File: config.mk
export PLATFORM = sky130hd
export DESIGN_NAME = i2s_tx
export DESIGN_NICKNAME = d
export VERILOG_FILES = /design/src/rtl/i2s_tx.sv
export SDC_FILE = /design/constraint.sdc
export NUM_CORES = 1
export LEC_CHECK = 0
export BUFFER_PORTS_ARGS = -buffer_cell sky130_fd_sc_hd__buf_2
export CELL_PAD_IN_SITES_DETAIL_PLACEMENT = 0
export CELL_PAD_IN_SITES_GLOBAL_PLACEMENT = 1
export CORE_ASPECT_RATIO = 1.5
export CORE_UTILIZATION = 44
export DETAILED_ROUTE_END_ITERATION = 10
export GPL_TIMING_DRIVEN = 0
export PLACE_DENSITY_LB_ADDON = 0.1
export SLEW_MARGIN = 20
export SYNTH_ARGS = -nofsm -noshare
export SYNTH_HDL_FRONTEND = slang
export SYNTH_SLANG_ARGS = --single-unit
File: constraint.sdc
create_clock -name clk -period 3.3 [get_ports clk]
set_input_delay 0.165 -clock clk [delete_from_list [all_inputs] [get_ports clk]]
set_output_delay 0.165 -clock clk [all_outputs]
set_load 0.005 [all_outputs]
File: src/rtl/i2s_tx.sv
// I2S transmitter: 16-bit stereo PCM in through a 1-deep valid/ready buffer, SCLK/LRCLK/SDATA out.
// Define I2S_LEFT_JUSTIFIED_EN for left-justified output (no one-bit delay, inverted word select).
module i2s_tx #(
    parameter int unsigned CLKDIV = 4
) (
    input  logic        clk,
    input  logic        rst_n,
    input  logic [15:0] left,
    input  logic [15:0] right,
    input  logic        sample_valid,
    output logic        sample_ready,
    output logic        underrun,
    output logic        i2s_sclk,
    output logic        i2s_lrclk,
    output logic        i2s_sdata
);

    localparam logic [7:0] CNT_MAX = 8'(CLKDIV - 1);
`ifdef I2S_LEFT_JUSTIFIED_EN
    localparam logic LRCLK_RST = 1'b0;
`else
    localparam logic LRCLK_RST = 1'b1;
`endif

    logic [7:0]  cnt_q, cnt_d;
    logic        sclk_q, sclk_d;
    logic [4:0]  slot_q, slot_d;
    logic        lrclk_q, lrclk_d;
    logic        sdata_q, sdata_d;
    logic        underrun_q, underrun_d;
    logic        ready_q, ready_d;
    logic        buf_full_q, buf_full_d;
    logic [31:0] buf_q, buf_d;
    logic [31:0] frame_q, frame_d;
`ifndef I2S_LEFT_JUSTIFIED_EN
    logic        lsb_q, lsb_d;
`endif
    logic        tick, fall, accept;
    logic [4:0]  bit_idx;

    always_comb begin
        cnt_d      = cnt_q + 8'd1;
        sclk_d     = sclk_q;
        slot_d     = slot_q;
        lrclk_d    = lrclk_q;
        sdata_d    = sdata_q;
        underrun_d = 1'b0;
        buf_d      = buf_q;
        buf_full_d = buf_full_q;
        frame_d    = frame_q;
        bit_idx    = '0;
`ifndef I2S_LEFT_JUSTIFIED_EN
        lsb_d      = lsb_q;
`endif
        tick   = (cnt_q == CNT_MAX);
        fall   = tick && sclk_q;
        accept = sample_valid && ready_q;

        if (tick) begin
            cnt_d  = '0;
            sclk_d = ~sclk_q;
        end

        // Frame load is resolved before buffer capture so the frame always takes the old contents.
        if (fall) begin
            slot_d = slot_q + 5'd1;
            if (slot_q == 5'd31) begin
                if (buf_full_q) begin
                    frame_d    = buf_q;
                    buf_full_d = 1'b0;
                end else begin
                    underrun_d = 1'b1;
                end
`ifndef I2S_LEFT_JUSTIFIED_EN
                lsb_d = frame_q[0];
`endif
            end
`ifdef I2S_LEFT_JUSTIFIED_EN
            lrclk_d = ~slot_d[4];
            bit_idx = 5'd31 - slot_d;
            sdata_d = frame_d[bit_idx];
`else
            // 32 - s wraps to 0 at slot 0, where the saved LSB is sent instead.
            lrclk_d = slot_d[4];
            bit_idx = 5'd0 - slot_d;
            sdata_d = (slot_d == 5'd0) ? lsb_d : frame_d[bit_idx];
`endif
        end

        if (accept) begin
            buf_d      = {left, right};
            buf_full_d = 1'b1;
        end
        ready_d = ~buf_full_d;
    end

    always_ff @(posedge clk) begin
        if (!rst_n) begin
            cnt_q      <= '0;
            sclk_q     <= 1'b0;
            slot_q     <= 5'd31;
            lrclk_q    <= LRCLK_RST;
            sdata_q    <= 1'b0;
            underrun_q <= 1'b0;
            ready_q    <= 1'b1;
            buf_full_q <= 1'b0;
            buf_q      <= '0;
            frame_q    <= '0;
`ifndef I2S_LEFT_JUSTIFIED_EN
            lsb_q      <= 1'b0;
`endif
        end else begin
            cnt_q      <= cnt_d;
            sclk_q     <= sclk_d;
            slot_q     <= slot_d;
            lrclk_q    <= lrclk_d;
            sdata_q    <= sdata_d;
            underrun_q <= underrun_d;
            ready_q    <= ready_d;
            buf_full_q <= buf_full_d;
            buf_q      <= buf_d;
            frame_q    <= frame_d;
`ifndef I2S_LEFT_JUSTIFIED_EN
            lsb_q      <= lsb_d;
`endif
        end
    end

    assign sample_ready = ready_q;
    assign underrun     = underrun_q;
    assign i2s_sclk     = sclk_q;
    assign i2s_lrclk    = lrclk_q;
    assign i2s_sdata    = sdata_q;

endmodule

==> out/metrics.cfg <==
[run_status]
outcome = completed

[pwr]
combPwrFrac_pct = 8.2
switching_share_pct = 23.46
seq_power_share_pct = 47.4
pwr-share-clk_pct = 44.4
vdd_drop_max_mv = 0.2772
p_sw_mw = 0.5249
p_int_mw = 1.712
cellPowerDensity_mw_per_mm2 = 493.9
p_leak_nw = 1.742

[timing]
slew_viol_final = 0
fin_crit_ns = 3.064
fmax_mhz = 326.4
fin_skew_ns = 0.006283
rsz0062_at_grt = no
post-route-period-util_pct = 92.84
setup_viol = 0
hold_viol = 0
maxSlewHeadroom_pct = 57.38
setup_tns_ns = 0
hold_ws_ns = 0.07042
worst_pin_slew_ns = 0.6232

[clocking]
cts-root-buf = clkbuf_16
clk_pin_slew_worst_paths_ns = 0.06
cts_resized = 0
cts_sinks = 83
clock_path_buffers = 2
insertion_delay_ns = 0.34
cts_tree = yes
cts-htree-levels = 3
cts_made_buffers = 9
hold_buffers = 0
cts_setup_buffers = 0

[floorplanning]
die_area_sq_mm = 0.009278
coreArea_sq_mm = 0.008516
start_util_pct = 45.93
rows = 41
die_w_um = 78.98
num_io_pins = 40
die_h_um = 117.5

[finish]
layout_commonest_cell = nand2_1
area_growth_pct = 15.80
final_nets = 548
drive_gt1_share_pct = 15.56
antennaDiodeCount = 0
final_cell_mix = nand2_1 (143), dfxtp_1 (83), buf_2 (40)

[worst_setup_path]
criticalPathCategory = flop to flop
worstPathCellList = clkbuf_1, and3_1, ha_1, clkbuf_1, clkbuf_1, a21boi_0, o21ai_0, o2111a_1, a221oi_1, o21ai_0, a31oi_1
cp_slowest_cell = clkbuf_1
crit_top_cell = clkbuf_1
endpoint_kind = flop
crit_fanout = 10
worst_ep_arrival_time_ns = 3.28
rr_endpoint = i2s_sdata
startpoint_type = flop
max_stage_delay_ns = 0.44
r2r-start = slot_q[2]
cp_top_family = buffers and inverters
cp_num_buf_inv = 3
r2r_setup_slack_ns = 0.24
cp.required_ns = 3.51
reg2regPathDepth = 11

[worst_hold_path]
holdPathEnd = buf_q[0]
hold_depth = 3
worstHoldPathType = primary input to flop
hp-start = right[0]

[place]
gp_congestion = 0.8826
dpl.hpwl_mm = 7.052
io_buffers = 38

[synth]
yosysWarnings = 0
syn_inst = 460
synth_seq_area_share_pct = 42.48
synth_fp_nets = 499
async_flop_share_pct = 0
synth_cell_types = 48
syn_area_per_cell_sq_um = 8.503
synth.area.top_cells = dfxtp_1 (42%), nand2_1 (14%), a21boi_0 (7.3%), a21boi_1 (5.8%), mux2i_1 (3.1%)
ys_seq_elements = 83
synth_top_area_share_pct = 42.48
synth-edff-count = 0
ys.flop_type = dfxtp_1
synth.largest_area_cell = dfxtp_1
synthesis.area_sq_mm = 0.003911

[global_routing]
grt_use_met2_pct = 37.77
grt_pass1_vias = 3291
gr-usage-met3_pct = 3.411
antenna_found_initial = 0
use_met1_pct = 26.51
busiest_layer = met2
grt_pass1_wl_mm = 16.00
gr-usage-all-layers_pct = 22.69
grt_max_degree = 14
grt_overflow = 0

[run]
cap_violations = 0

[routing]
vias = 3296
drtPass1Iterations = 4
drc_errors = 0
drt_iter0_markers = 183
viasPerCell = 5.308
finalWirelength_mm = 9.545
wl_per_cell_um = 15.37
ant_nets = 0

registers in the layout, indices dropped and copies added, names as in the netlist:
| signal | cells |
|---|---|
| buf_q | 32 |
| frame_q | 32 |
| cnt_q | 8 |
| slot_q | 5 |
| buf_full_q | 1 |
| i2s_sclk | 1 |
| i2s_sdata | 1 |
| lsb_q | 1 |
| sample_ready | 1 |
| underrun | 1 |
layout make-up:
class                      count  area (sq um)
timing repair buffer          38         190.2
inverter                       4         15.01
fill                         847          3986
multi-input combinational    341          2082
buffer                        32         152.6
sequential                    83          1662
clock inverter                 6         55.05
tap                          107         133.9
clock buffer                  10         239.0
worst max-delay path by stage:
stage	from	end	slack (ns)	cells after the start
CTS	slot_q[2]	i2s_sdata	0.27	11
finish	slot_q[2]	i2s_sdata	0.24	11
floorplan	slot_q[1]	i2s_sdata	0.89	10
detailed placement	slot_q[2]	i2s_sdata	0.28	11
global route	slot_q[2]	i2s_sdata	0.02	11
global placement	slot_q[1]	i2s_sdata	0.33	10
power groups by stage:
stage / clock (mW) / combinational, mW / sequential, mW
6_report: 0.993 / 0.183 / 1.06
5_1_grt: 1.05 / 0.204 / 1.07
4_1_cts: 1.02 / 0.187 / 1.06
3_5_place_dp: 0 / 0.186 / 1.08
3_3_place_gp: 0 / 0.183 / 1.08
2_1_floorplan: 0 / 0.122 / 1.08
tightest hold or removal path, delay by kind of cell:
family / cells / cell delay (ns)
compound gates: 1 / 0.06
simple gates: 1 / 0.04
buf+inv: 1 / 0.09
metrics by stage:
step | cell area (sq um) | cells | setup slack [ns] | utilization (%) | total power [mW]
finish | 4529 | 621 | 0.2363 | 53.19 | 2.237
global route | 4529 | 621 | 0.01682 | 53.19 | 2.323
CTS | 4529 | 621 | 0.2658 | 53.19 | 2.265
detailed placement | 4235 | 605 | 0.2811 | 49.74 | 1.270
global placement | 4235 | 605 | 0.3259 | 49.74 | 1.266
floorplan | 3911 | 460 | 0.8941 | - | 1.197
layer usage:
metal  part of all wire (%)  routed length (um)  up-vias
met4                    4.0                 380        0
met2                     51                4834       76
met3                    3.9                 377       26
met5                      0                   0        -
li1                       -                   -     1666
met1                     41                3953     1528
cells by family after synthesis:
family | count (synthesis) | synth area share [%]
compound gates | 108 | 20.41
xor+xnor | 11 | 2.463
fa+ha+maj | 4 | 1.280
buf+inv | 36 | 4.286
flops | 83 | 42.48
mux | 24 | 7.102
simple gates | 194 | 21.98
Yosys cell counts (2+ instances only):
cell type,number
a21bo_2,3
a21boi_0,38
a21boi_1,30
a21oi_1,7
a221oi_1,5
and2_1,5
and3_1,8
buf_1,2
buf_2,2
buf_4,2
buf_6,3
clkbuf_1,23
dfxtp_1,83
ha_1,4
inv_1,4
mux2_2,10
mux2i_1,12
mux4_2,2
nand2_1,143
nand2b_1,4
nand3_1,12
nor2_1,8
nor2b_1,4
nor3_1,2
nor4_4,2
o211ai_1,2
o21ai_0,6
o22ai_1,5
xnor2_1,5
xor2_1,6
No activity file was read; power rests on OpenSTA's default activity.
